## config.mk

```make
export PLATFORM = sky130hd
export DESIGN_NAME = ysyx_22050078_idex_reg
export DESIGN_NICKNAME = d
export VERILOG_FILES = /design/src/rtl/ysyx_22050078_idex_reg.sv
export SDC_FILE = /design/constraint.sdc
export NUM_CORES = 1
export LEC_CHECK = 0
export CAP_MARGIN = 30
export CORE_AREA = 2 2 277 279
export CTS_CLUSTER_DIAMETER = 120
export CTS_CLUSTER_SIZE = 10
export DETAILED_ROUTE_END_ITERATION = 8
export DIE_AREA = 0 0 279 281
export PLACE_DENSITY = 0.49
export SLEW_MARGIN = 15
export SYNTH_ARGS = -nofsm -noshare
export SYNTH_HDL_FRONTEND = slang
export SYNTH_SLANG_ARGS = --single-unit
```

## constraint.sdc

```tcl
create_clock -name i_clk -period 16 [get_ports i_clk]
set_input_delay 2.4 -clock i_clk [delete_from_list [all_inputs] [get_ports i_clk]]
set_output_delay 2.4 -clock i_clk [all_outputs]
set_load 0.01 [all_outputs]
```

## src/rtl/ysyx_22050078_idex_reg.sv

```systemverilog
// ID/EX pipeline register: captures decoded instruction state for EXU,
// resolves stall / flush / bubble in fixed priority, and keeps saturating
// statistics counters for stalls, flushes and inserted bubbles.
module ysyx_22050078_idex_reg #(
  parameter int CPU_WIDTH = 64,
  parameter int REG_ADDRW = 5,
  parameter int ALUOP_W   = 5,
  parameter int CNT_W     = 32
) (
  input  logic                 i_clk,
  input  logic                 i_rst,
  input  logic                 i_stall,
  input  logic                 i_flush,
  input  logic                 i_idex_bubble,
  input  logic                 i_idu_valid,
  input  logic [CPU_WIDTH-1:0] i_idu_pc,
  input  logic [31:0]          i_idu_inst,
  input  logic [CPU_WIDTH-1:0] i_idu_rs1_data,
  input  logic [CPU_WIDTH-1:0] i_idu_rs2_data,
  input  logic [CPU_WIDTH-1:0] i_idu_imm,
  input  logic [REG_ADDRW-1:0] i_idu_rd_addr,
  input  logic                 i_idu_rdwen,
  input  logic                 i_idu_lden,
  input  logic                 i_idu_sten,
  input  logic [ALUOP_W-1:0]   i_idu_aluop,
  input  logic                 i_idu_ldstbp,
  output logic                 o_exu_valid,
  output logic [CPU_WIDTH-1:0] o_exu_pc,
  output logic [31:0]          o_exu_inst,
  output logic [CPU_WIDTH-1:0] o_exu_rs1,
  output logic [CPU_WIDTH-1:0] o_exu_rs2,
  output logic [CPU_WIDTH-1:0] o_exu_imm,
  output logic [REG_ADDRW-1:0] o_exu_rd_addr,
  output logic                 o_exu_rdwen,
  output logic                 o_exu_lden,
  output logic                 o_exu_sten,
  output logic [ALUOP_W-1:0]   o_exu_aluop,
  output logic                 o_exu_ldstbp,
  output logic [CNT_W-1:0]     o_bubble_cnt,
  output logic [CNT_W-1:0]     o_flush_cnt,
  output logic [CNT_W-1:0]     o_stall_cnt
);

  // addi x0, x0, 0 -- the canonical RISC-V NOP encoding
  localparam logic [31:0]      NOP_INST = 32'h0000_0013;
  localparam logic [CNT_W-1:0] CNT_ONE  = {{(CNT_W-1){1'b0}}, 1'b1};
  localparam logic [CNT_W-1:0] CNT_MAX  = {CNT_W{1'b1}};

  // A flush and a bubble in the same cycle collapse into one NOP
  logic load_nop;
  assign load_nop = i_flush | i_idex_bubble;

  // Pipeline fields: reset > stall (hold) > flush/bubble (NOP) > normal load
  always_ff @(posedge i_clk or posedge i_rst) begin
    if (i_rst) begin
      o_exu_valid   <= 1'b0;
      o_exu_pc      <= '0;
      o_exu_inst    <= NOP_INST;
      o_exu_rs1     <= '0;
      o_exu_rs2     <= '0;
      o_exu_imm     <= '0;
      o_exu_rd_addr <= '0;
      o_exu_rdwen   <= 1'b0;
      o_exu_lden    <= 1'b0;
      o_exu_sten    <= 1'b0;
      o_exu_aluop   <= '0;
      o_exu_ldstbp  <= 1'b0;
    end else if (i_stall) begin
      // hold every field while the LSU is busy
    end else if (load_nop) begin
      o_exu_valid   <= 1'b0;
      o_exu_pc      <= '0;
      o_exu_inst    <= NOP_INST;
      o_exu_rs1     <= '0;
      o_exu_rs2     <= '0;
      o_exu_imm     <= '0;
      o_exu_rd_addr <= '0;
      o_exu_rdwen   <= 1'b0;
      o_exu_lden    <= 1'b0;
      o_exu_sten    <= 1'b0;
      o_exu_aluop   <= '0;
      o_exu_ldstbp  <= 1'b0;
    end else begin
      // Data fields pass through untouched; only the side-effecting
      // enables are masked by valid so a non-instruction cannot commit.
      o_exu_valid   <= i_idu_valid;
      o_exu_pc      <= i_idu_pc;
      o_exu_inst    <= i_idu_inst;
      o_exu_rs1     <= i_idu_rs1_data;
      o_exu_rs2     <= i_idu_rs2_data;
      o_exu_imm     <= i_idu_imm;
      o_exu_rd_addr <= i_idu_rd_addr;
      o_exu_rdwen   <= i_idu_valid & i_idu_rdwen;
      o_exu_lden    <= i_idu_valid & i_idu_lden;
      o_exu_sten    <= i_idu_valid & i_idu_sten;
      o_exu_aluop   <= i_idu_aluop;
      o_exu_ldstbp  <= i_idu_valid & i_idu_ldstbp;
    end
  end

  // Statistics counters, same priority as the pipeline fields, saturating
  always_ff @(posedge i_clk or posedge i_rst) begin
    if (i_rst) begin
      o_bubble_cnt <= '0;
      o_flush_cnt  <= '0;
      o_stall_cnt  <= '0;
    end else if (i_stall) begin
      if (o_stall_cnt != CNT_MAX) o_stall_cnt <= o_stall_cnt + CNT_ONE;
    end else if (i_flush) begin
      // only a real instruction counts as killed
      if (i_idu_valid && (o_flush_cnt != CNT_MAX)) o_flush_cnt <= o_flush_cnt + CNT_ONE;
    end else if (i_idex_bubble) begin
      if (o_bubble_cnt != CNT_MAX) o_bubble_cnt <= o_bubble_cnt + CNT_ONE;
    end
  end

endmodule

```

==> impl_metrics.ini, run 1 <==
[floorplanning]
initial_utilization = 0.200
die_w_um = 279
fp.dieH_um = 281
ios = 707
design.core.area_mm2 = 0.0754
std_cell_rows = 101
dieArea_mm2 = 0.0784

[yosys]
synthCells = 1108
async_flop_share = 1.00
synth_area_mm2 = 0.0151
yosys_warnings = 0
ys_seq_area_frac = 0.661
syn_nets = 1419
synth_area_per_cell_um2 = 13.6
ys_ff_latch = 399
synth_cell_type_count = 42
ys.flop_type = dfrtp_1
synth-edff-count = 0

[drt]
num_vias = 12083
route.met3.wl_um = 3810
via_per_inst = 4.32
dr_wl_met2_um = 28800
drt_iter0_markers = 518
postRouteAntennaNets = 0
dr.pass1.iters = 4
highest_layer = met5
wl_met1_um = 22600
wl_um = 56600
detail_route.wl_per_cell_um = 20.2
drc = 0

[place]
placedCellCount = 2729
port_buffers = 706
place_hpwl_um = 41400
place.gp.congestion = 0.790

[critical_path]
r2r_setup_slack_ns = 13.57
cp.arrival_ns = 6.62
startpoint_type = primary input
slowest_delay_ns = 0.80
endpoint_kind = register
critical_path_required_ns = 16.49
crit_chain = clkdlybuf4s50_1 -> nor3_2 -> buf_4 -> buf_4 -> buf_4 -> buf_4 -> a22o_1
reg2reg_from = o_stall_cnt[0]$_DFFE_PP0P_
critPathTopFamily = buffers and inverters
reg2reg_depth = 6
cp-startpoint = i_flush
crit_type = in -> reg
cp.buffers_inverters = 5
path_max_fanout = 83
cp_slowest_cell = buf_4
crit_top_cell = buf_4
r2r-end = o_stall_cnt[29]$_DFFE_PP0P_

[clocking]
root_buffer = clkbuf_16
cts.sinks = 399
numCtsBuffers = 45
h-tree-depth = 2
cts_setup_buffers = 0
cts_tree = yes
cts_resized = 0
cts_hold_buf = 0
path_clk_slew_ns = 0.06
ctsLongestPathBuffers = 3
clock_latency_ns = 0.57

[final_layout]
final_cell_mix = 705 x clkdlybuf4s50_1, 396 x dfrtp_1, 296 x a22o_1
area_delta_synth_final_pct = 62.7
nNetsFinal = 2114
stdcell_count = 2799
final_common_cell = clkdlybuf4s50_1
drive_gt1_frac = 0.0473

[min_path]
hold_class = reg -> reg
min_to = o_exu_inst[4]$_DFFE_PP1N_
min_path_cells = 2
hp-start = o_exu_inst[4]$_DFFE_PP1N_

[grt]
grt_pass1_vias = 12639
grt_pass1_wl_um = 82300
gr-total-overflow = 0
antenna_found_initial = 3
grt_use_total = 0.137
grt_max_degree = 127

[sta]
hold_viol_final = 0
max_freq_mhz = 163
fin_tns_setup_ns = 0
relSlewSlack = 0.369
skew_ns = 0.00868
worst_pin_slew_ns = 0.944
period_share = 0.383
rsz0062_at_grt = no
min_period_ns = 6.13
drv_slew = 0
setup_viol_count_final = 0

[pwr]
leakagePower_uw = 0.0106
finalPower_uw = 2460
irDropWorstVdd_mv = 0.0570
power.density_mw_per_mm2 = 100

[flow_run]
maxCapViolCount = 0

[status]
status = finished, final reports clean
-- registers in the layout (all words and copies together), names as in the netlist, 5 cells and up --
name	flops
o_exu_aluop	5
o_exu_imm	64
o_exu_rs1	64
o_exu_rd_addr	5
o_exu_pc	64
o_exu_inst	32
o_exu_rs2	64
o_bubble_cnt	32
o_flush_cnt	32
o_stall_cnt	32
-- routing by layer --
layer,GRT usage,vias up
li1,-,5536
met4,0.0401,4
met2,0.237,438
met3,0.0378,79
met1,0.166,6026
met5,0,-
-- final cells by class --
| cell class | instances | area, um^2 |
|---|---|---|
| diodes | 1 | 2.50 |
| multi-input cells | 621 | 4790 |
| clock inverters | 1 | 8.76 |
| inverters | 13 | 56.3 |
| fillers | 7506 | 50900 |
| clock buffers | 63 | 1240 |
| repair buffers | 723 | 7270 |
| flip-flops and latches | 399 | 9990 |
| well taps | 978 | 1220 |
-- stage by stage --
stage	setup slack, ns	hold WS [ns]	cell area [um^2]	util
2_1_floorplan	2.51	0.470	15100	-
6_report	9.87	0.465	24600	0.326
3_5_place_dp	9.32	0.456	23200	0.308
5_1_grt	9.59	0.497	24600	0.326
4_1_cts	9.95	0.467	24500	0.324
3_3_place_gp	9.34	0.453	23200	0.308
-- how the worst max path moves through the flow --
stage                                        endpoint  cells past startpoint
after global placement      o_exu_imm[33]$_DFFE_PP0N_                      7
final                        o_exu_rs2[9]$_DFFE_PP0N_                      7
after global routing         o_exu_rs2[9]$_DFFE_PP0N_                      7
after floorplan           o_bubble_cnt[0]$_DFFE_PP0P_                      1
after CTS                    o_exu_rs2[9]$_DFFE_PP0N_                      7
after detailed placement    o_exu_rs2[35]$_DFFE_PP0N_                      7
-- cell families (layout without fill, tap and decap cells) --
| group | after synthesis | count (layout) | synth area share |
|---|---|---|---|
| AND/OR/NAND/NOR | 204 | 204 | 0.0722 |
| other | 0 | 1 | 0 |
| adder cells (fa/ha/maj) | 3 | 3 | 0.00249 |
| multiplexers | 2 | 2 | 0.00149 |
| buffers and inverters | 88 | 800 | 0.0220 |
| AO/OA/AOI/OAI | 321 | 321 | 0.188 |
| XOR/XNOR | 91 | 91 | 0.0528 |
| flip-flops | 399 | 399 | 0.661 |
-- where the power goes --
group | switching (uW) | internal [uW] | leakage, uW | total [uW]
Combinational | 159 | 227 | 0.00462 | 385
Clock | 408 | 529 | 0.000603 | 937
Sequential | 64.7 | 1070 | 0.00535 | 1140
-- worst min-delay path: stages, from the launching register on --
cell,delay (ns)
dfstp_2,0.37
inv_1,0.04
a21oi_1,0.05
-- cell usage after synthesis (2+ instances only) --
cell,count,area share
ha_1,3,0.0025
and3_1,11,0.0046
clkbuf_1,69,0.017
xnor2_1,45,0.026
nor4_1,11,0.0046
dfrtp_1,396,0.66
nor3_2,2,0.0013
a31oi_1,5,0.0021
a22o_1,296,0.17
nand4_1,30,0.012
a41oi_1,2,0.0012
a21oi_1,4,0.0013
nor4b_1,2,0.0012
mux2_2,2,0.0015
dfstp_2,3,0.0052
o211ai_1,2,0.00099
o31ai_4,2,0.0028
inv_1,13,0.0032
and4_1,6,0.0035
or3_1,4,0.0017
buf_1,4,0.00099
nand3_1,39,0.013
a32o_1,4,0.0027
nor2_1,31,0.0077
or2_2,3,0.0012
nor3_1,24,0.0080
buf_2,2,0.00066
xor2_1,46,0.027
nand2_1,34,0.0084
No activity file was read; power rests on OpenSTA's default activity.
==> inputs of run 2 (changes only) <==
CORE_AREA = 2 2 275 277   (was 2 2 277 279)
DIE_AREA = 0 0 277 279   (was 0 0 279 281)
PLACE_DENSITY = 0.51   (was 0.49)
clock period = 5.15 ns   (was 16 ns; I/O delays follow)
==> impl_metrics.ini, run 2 (same netlist as run 1, synthesis figures left out) <==
[final_layout]
nNetsFinal = 2109
final_common_cell = clkdlybuf4s50_1
drive_gt1_frac = 0.0448
final_cell_mix = 705 x clkdlybuf4s50_1, 396 x dfrtp_1, 296 x a22o_1
area_delta_synth_final_pct = 62.0
stdcell_area_mm2 = 0.0245
stdcell_count = 2780

[status]
status = finished, final reports clean

[clocking]
ctsLongestPathBuffers = 3
path_clk_slew_ns = 0.06
cts_hold_buf = 0
root_buffer = clkbuf_16
cts_tree = yes
cts_setup_buffers = 0
cts.sinks = 399
h-tree-depth = 2
numCtsBuffers = 45
clock_latency_ns = 0.57
cts_resized = 0

[floorplanning]
ios = 707
dieArea_mm2 = 0.0773
std_cell_rows = 100
fp.dieH_um = 279
initial_utilization = 0.204
die_w_um = 277
design.core.area_mm2 = 0.0741

[drt]
via_per_inst = 4.38
dr.pass1.iters = 4
drc = 0
wl_um = 58000
num_vias = 12168
detail_route.wl_per_cell_um = 20.8
drt_iter0_markers = 589
postRouteAntennaNets = 0

[sta]
hold_viol_final = 0
drv_slew = 0
rsz0062_at_grt = no
period_share = 0.554
max_freq_mhz = 350
relSlewSlack = 0.178
skew_ns = 0.0185
fin_tns_setup_ns = 0
setup_viol_count_final = 0
holdWs_ns = 0.462
worst_pin_slew_ns = 1.23
min_period_ns = 2.85

[critical_path]
endpoint_kind = register
crit_chain = clkdlybuf4s50_1 -> nand2_1 -> or2_2 -> a2111oi_2 -> nand4_1 -> xnor2_1
crit_type = in -> reg
cp.buffers_inverters = 1
slowest_delay_ns = 0.83
cp.arrival_ns = 3.30
path_max_fanout = 8
startpoint_type = primary input
cp_slowest_cell = a2111oi_2
critical_path_required_ns = 5.59
critPathTopFamily = compound AO/OA/AOI/OAI gates

[pwr]
finalPower_uw = 7580
power.density_mw_per_mm2 = 310
leakagePower_uw = 0.0105
irDropWorstVdd_mv = 0.201

[place]
place.gp.congestion = 0.812
placedCellCount = 2719
dpl_cell_area_mm2 = 0.0233
place_hpwl_um = 42100
port_buffers = 706

[min_path]
hold_class = reg -> reg

[grt]
antenna_found_initial = 9
grt_pass1_wl_um = 85700
grt_pass1_vias = 12741
grt_max_degree = 196
grt_use_total = 0.145
gr-total-overflow = 0

[flow_run]
maxCapViolCount = 0
run 2: report_power, final:
part	switching [uW]	leakage [uW]	internal, uW
clock network	1290	0.000584	1570
registers	196	0.00535	3330
logic	491	0.00458	700
run 2: path summary, 6_finish.rpt:
path                            cells past startpoint                           to                         from  slack (ns)
worst max-delay path                                6  o_flush_cnt[31]$_DFFE_PP0P_                  i_idu_valid        2.30
worst min-delay path                                2    o_exu_inst[0]$_DFFE_PP1N_    o_exu_inst[0]$_DFFE_PP1N_        0.46
worst max register to register                      4   o_flush_cnt[1]$_DFFE_PP0P_  o_flush_cnt[17]$_DFFE_PP0P_        2.72
worst min register to register                      2    o_exu_inst[0]$_DFFE_PP1N_    o_exu_inst[0]$_DFFE_PP1N_        0.46
max in group asynchronous                           3     o_exu_imm[0]$_DFFE_PP0N_                        i_rst        3.37
min in group asynchronous                           2    o_exu_rs1[34]$_DFFE_PP0N_                        i_rst        0.65
run 2: tightest hold or removal path, stage by stage (launching register included):
cell and delay, ns:
dfstp_2 0.37, inv_1 0.04, a21oi_1 0.05
run 2: through the flow:
stage | util | worst slack [ns]
after floorplan | - | -0.992
after global placement | 0.314 | 1.68
after detailed placement | 0.314 | 1.63
after CTS | 0.330 | 2.25
after global routing | 0.330 | 2.11
final | 0.330 | 2.30
run 2: layout make-up:
class | count | area, um^2
Antenna cell | 3 | 7.51
Clock buffer | 54 | 1160
Clock inverter | 3 | 41.3
Fill cell | 7368 | 49600
Inverter | 13 | 52.6
Multi-Input combinational cell | 621 | 4790
Sequential cell | 399 | 9990
Tap cell | 969 | 1210
Timing Repair Buffer | 718 | 7220
run 2: layer usage:
metal  routed length, um  vias up  global-route usage  share of wire
li1                    -     5526                   -              -
met1               22300     6084               0.169           0.39
met2               29000      448               0.250           0.50
met3                4710      100              0.0458          0.081
met4                1860       10              0.0518          0.032
met5                  63        -                   0         0.0011
